[config.mk]
export PLATFORM = sky130hd
export DESIGN_NAME = stopwatch_ctrl
export DESIGN_NICKNAME = d
export VERILOG_FILES = /design/src/rtl/stopwatch_ctrl.sv
export SDC_FILE = /design/constraint.sdc
export NUM_CORES = 1
export LEC_CHECK = 0
export ABC_AREA = 1
export ABC_CLOCK_PERIOD_IN_PS = 1400
export CORE_MARGIN = 1.5
export CORE_UTILIZATION = 35
export DETAILED_ROUTE_END_ITERATION = 12
export DONT_BUFFER_PORTS = 1
export PLACE_DENSITY_LB_ADDON = 0.2
export RECOVER_POWER = 25
export SYNTH_ARGS = -nofsm -noshare
export SYNTH_HDL_FRONTEND = slang
export SYNTH_SLANG_ARGS = --single-unit
[constraint.sdc]
create_clock -name clk -period 1.4 [get_ports clk]
set_input_delay 0.28 -clock clk [delete_from_list [all_inputs] [get_ports clk]]
set_output_delay 0.28 -clock clk [all_outputs]
set_load 0.02 [all_outputs]
[src/rtl/stopwatch_ctrl.sv]
// Run/pause/lap/clear sequencer for a two-digit BCD stopwatch.
// Emits ones-digit increment pulses, counter clear and lap-frozen display.
module stopwatch_ctrl #(
   parameter int unsigned TICK_DIV    = 100_000_000,
   parameter bit          STOP_AT_MAX = 1'b1
) (
   input  logic       clk,
   input  logic       rst,
   input  logic       btn_start,
   input  logic       btn_lap,
   input  logic       btn_clr,
   input  logic [3:0] cnt_ones,
   input  logic [3:0] cnt_tens,
   output logic       inc,
   output logic       cnt_rst_n,
   output logic [3:0] disp_ones,
   output logic [3:0] disp_tens,
   output logic       running,
   output logic       done,
   output logic       wrapped
);

   localparam int unsigned PW = (TICK_DIV > 2) ? $clog2(TICK_DIV) : 1;
   localparam logic [PW-1:0] PMAX = PW'(TICK_DIV - 1);

   typedef enum logic [2:0] {
      S_IDLE,
      S_RUN,
      S_PAUSE,
      S_LAP,
      S_DONE
   } state_t;

   state_t        state_q, state_d;
   logic [PW-1:0] pre_q, pre_d;
   logic          inc_q, inc_d;
   logic          wrap_q, wrap_d;
   logic          rstn_q, rstn_d;
   logic [3:0]    lap_ones_q, lap_ones_d;
   logic [3:0]    lap_tens_q, lap_tens_d;

   logic b_clr, b_start, b_lap;
   logic active, at_max, tick;

   // clr beats start beats lap when pulses coincide
   assign b_clr   = btn_clr;
   assign b_start = btn_start & ~btn_clr;
   assign b_lap   = btn_lap & ~btn_start & ~btn_clr;

   assign active = (state_q == S_RUN) || (state_q == S_LAP);
   assign at_max = ({cnt_tens, cnt_ones} == 8'h99);
   assign tick   = active && (pre_q == PMAX) && !btn_start && !btn_clr;

   // next state, prescaler, pulses and lap capture
   always_comb begin
      state_d    = state_q;
      pre_d      = pre_q;
      inc_d      = 1'b0;
      wrap_d     = 1'b0;
      rstn_d     = 1'b1;
      lap_ones_d = lap_ones_q;
      lap_tens_d = lap_tens_q;

      // a start/clr pulse freezes the sub-tick phase for that cycle
      if (active) begin
         if (tick)
            pre_d = '0;
         else if (!btn_start && !btn_clr)
            pre_d = pre_q + PW'(1);
      end

      unique case (state_q)
         S_IDLE: begin
            if (b_clr) begin
               rstn_d = 1'b0;
            end else if (b_start) begin
               state_d = S_RUN;
               pre_d   = '0;
            end
         end
         S_RUN: begin
            if (b_start) begin
               state_d = S_PAUSE;
            end else if (b_lap) begin
               state_d    = S_LAP;
               lap_ones_d = cnt_ones;
               lap_tens_d = cnt_tens;
            end
         end
         S_LAP: begin
            if (b_start)
               state_d = S_PAUSE;
            else if (b_lap)
               state_d = S_RUN;
         end
         S_PAUSE: begin
            if (b_clr) begin
               state_d = S_IDLE;
               pre_d   = '0;
               rstn_d  = 1'b0;
            end else if (b_start) begin
               state_d = S_RUN;
            end
         end
         S_DONE: begin
            if (b_clr) begin
               state_d = S_IDLE;
               pre_d   = '0;
               rstn_d  = 1'b0;
            end
         end
         default: state_d = S_IDLE;
      endcase

      // reaching 99 with halt enabled overrides any lap toggle
      if (tick) begin
         if (at_max && STOP_AT_MAX) begin
            state_d = S_DONE;
         end else begin
            inc_d  = 1'b1;
            wrap_d = at_max;
         end
      end
   end

   // state and output registers with synchronous reset
   always_ff @(posedge clk) begin
      if (rst) begin
         state_q    <= S_IDLE;
         pre_q      <= '0;
         inc_q      <= 1'b0;
         wrap_q     <= 1'b0;
         rstn_q     <= 1'b0;
         lap_ones_q <= 4'd0;
         lap_tens_q <= 4'd0;
      end else begin
         state_q    <= state_d;
         pre_q      <= pre_d;
         inc_q      <= inc_d;
         wrap_q     <= wrap_d;
         rstn_q     <= rstn_d;
         lap_ones_q <= lap_ones_d;
         lap_tens_q <= lap_tens_d;
      end
   end

   // display shows the lap snapshot only while frozen
   always_comb begin
      disp_ones = cnt_ones;
      disp_tens = cnt_tens;
      if (state_q == S_LAP) begin
         disp_ones = lap_ones_q;
         disp_tens = lap_tens_q;
      end
   end

   assign inc       = inc_q;
   assign wrapped   = wrap_q;
   assign cnt_rst_n = rstn_q;
   assign running   = active;
   assign done      = (state_q == S_DONE);

endmodule

==> results by group <==
Outcome
  – Run status: finished, violations left
  – Failing checks: DRC, setup timing

Worst hold path
  – Hold crit path type: in2reg

Placed design
  – GPL Wtd Cong: 0.933
  – Area post-placement: 2950 µm²
  – Place WS: -0.131 ns
  – Hpwl dp: 4.68 mm
  – Number of buffers added on ports: 0

STA
  – Period Utilization, post-route: 109%
  – Min cycle time layout: 1.53 ns
  – Final setup violation count: 36
  – Final WS setup: -0.131 ns
  – Max Fclk: 653 MHz
  – Final hold slack: 0.0237 ns
  – RSZ-0062 raised after global routing: true
  – Max Slew Vio Count: 0
  – Fin Setup TNS: -2.72 ns
  – Clk_skew: 0.00529 ns
  – Final Hold Vio Count: 0

Flow run
  – Max_cap viols: 0

Logic synthesis
  – Top post-synthesis cells by count: nor2_1, nand2_1, dfxtp_1
  – EDFF count, synth: 0
  – Syn nets: 358
  – Sequential area share after synthesis: 34.1%
  – Avg Cell Area, Syn: 6.82 µm²
  – Yosys cell types: 33
  – Mapped Cells: 344
  – Mapped Area: 2350 µm²
  – Cell with the most instances after synthesis: nor2_1
  – Post-synth top area share: 34.1%
  – #FFs+latches synth: 40
  – Post-synth top flop: dfxtp_1
  – Area leader, netlist: dfxtp_1
  – Yosys warning total: 0
  – Async S/R FF share, synth: 0%
  – Synth area leaders: dfxtp_1, nor2_1, nand2_1, inv_1, nand3_1

Floorplan
  – Die area: 7200 µm²
  – Core area: 6420 µm²
  – # IOs: 26
  – Initial Util: 36.5%
  – DIE WIDTH: 84.9 µm
  – Std-Cell Rows: 29
  – Die Ht: 84.9 µm

Setup path
  – WP data arrival: 1.25 ns
  – WS Path Type: reg2out
  – Worst EP required: 1.12 ns
  – Worst setup SP type: flip-flop
  – Worst-path fanout max: 6
  – Crit. End Element: output pin

Global route
  – Total GRT Usage: 18.9%
  – Initial antenna violation count: 0
  – Total gr overflow: 0
  – Largest net degree at the start of global routing: 13
  – Vias in the first global route: 2309
  – First-pass GRT wire length: 10.6 mm

Routing
  – ANT nets after route: 0
  – Drt pass-1 iters: 8
  – Via density: 4.87
  – Wire length per cell: 13.3 µm
  – Final WL: 6.62 mm
  – Via count: 2427
  – DR iter-0 viols: 142
  – Detailed-route DRC error count: 3

Clocking
  – # hold bufs at CTS: 0
  – H-tree depth: 2
  – Worst-Skew Late Latency: 0.30 ns
  – Clk root buf: clkbuf_8
  – Sink Count: 40
  – Reg clk slew, reported paths: 0.08 ns
  – TritonCTS buffer count: 5
  – CTS tree: built
  – Longest Clk Path Bufs: 2

Power and ir drop
  – PD cells: 681 nW/µm²
  – Static Leak: 1.38 nW
  – Peak VDD IR: 360 µV

Layout
  – Area growth syn-to-layout: 52.7%
  – ANT cells: 0
  – Ratio of cells with drive above 1 in the final layout: 46.3%
  – Final Cell Area: 3580 µm²
  – Layout Nets: 434
  – Core Util, Final: 55.8%
power breakdown:
group | total, mW | internal (mW) | switching (mW) | leakage [nW]
logic | 0.333 | 0.150 | 0.183 | 0.995
clock network | 0.956 | 0.530 | 0.427 | 0.0552
registers | 1.15 | 1.14 | 0.0129 | 0.332
total | 2.44 | 1.82 | 0.623 | 1.38
placed cells by master, fill, tap and decap left out, types with 4 or more instances in the layout:
master / instances
nand2_1: 59
buf_4: 57
nor2_1: 51
inv_1: 27
dfxtp_1: 25
nor2_4: 21
nand3_1: 19
nor2_2: 19
buf_6: 12
o21ai_0: 11
dfxtp_2: 10
nand4_1: 8
nand2_2: 8
nor3_2: 8
a21oi_1: 7
nand2_4: 6
a21oi_2: 6
xor2_1: 6
inv_2: 5
clkbuf_8: 5
dfxtp_4: 5
mux2_4: 4
nand3_2: 4
nor3_1: 4
metrics by stage:
step           power (mW)  std cells
6_report             2.44        498
5_1_grt              2.53        498
4_1_cts              2.43        498
3_5_place_dp         1.41        479
3_3_place_gp         1.42        479
2_1_floorplan        1.34        344
final cells by class:
type / count / area, µm²
fill: 616 / 2840
sequential: 40 / 832
clock inverter: 2 / 35.0
multi-input combinational: 265 / 1740
inverter: 34 / 138
clock buffer: 6 / 72.6
timing repair buffer: 74 / 666
tap: 77 / 96.3
kinds of logic (layout without fill, tap and decap cells):
| kind of cell | count (synthesis) | after routing | synth area share, % |
|---|---|---|---|
| AOI/OAI and AO/OA | 32 | 32 | 7.57 |
| xor gates and xnor gates | 13 | 13 | 4.85 |
| adders and majority gates | 1 | 1 | 0.533 |
| buffers and inverters | 40 | 116 | 7.95 |
| DFF | 40 | 40 | 34.1 |
| muxes | 4 | 4 | 1.92 |
| other | 1 | 1 | 0.160 |
| and+or+nand+nor | 213 | 214 | 42.9 |
critical path, cell delays in order, from the launching register on:
cell	delay [ns]
dfxtp_2	0.33
inv_2	0.07
nand2_4	0.07
inv_8	0.07
nand2_8	0.07
mux2_4	0.34
sequential cells by signal, indices dropped and copies added (netlist names):
| register | flops |
|---|---|
| lap_ones_q | 4 |
| lap_tens_q | 4 |
| state_q | 3 |
| cnt_rst_n | 1 |
| inc | 1 |
| pre_q | 27 |
layer usage:
| layer | GRT usage (%) | part of all wire [%] |
|---|---|---|
| met1 | 24.9 | 47 |
| met2 | 29.5 | 46 |
| met3 | 3.89 | 3.9 |
| met4 | 9.24 | 3.1 |
| met5 | 0 | 0 |
what timing repair did:
| action | CTS | global route |
|---|---|---|
| pin swaps | 16 | 30 |
| cloned | 2 | 0 |
| hold endpoints to repair | 0 | 0 |
| gates resized for setup | 47 | 67 |
| setup endpoints to repair | 41 | 49 |
| buffers inserted | 10 | 1 |
worst paths after layout:
| check | slack [ns] | endpoint | start | cells past startpoint |
|---|---|---|---|---|
| setup reg to reg | -0.12 | pre_q[0] | state_q[0] | 11 |
| setup / recovery | -0.13 | disp_tens[3] | state_q[2] | 5 |
| hold / removal | 0.02 | state_q[2] | rst | 1 |
| hold reg to reg | 0.49 | lap_ones_q[0] | lap_ones_q[0] | 2 |
Power figures use the tool's default switching activity.
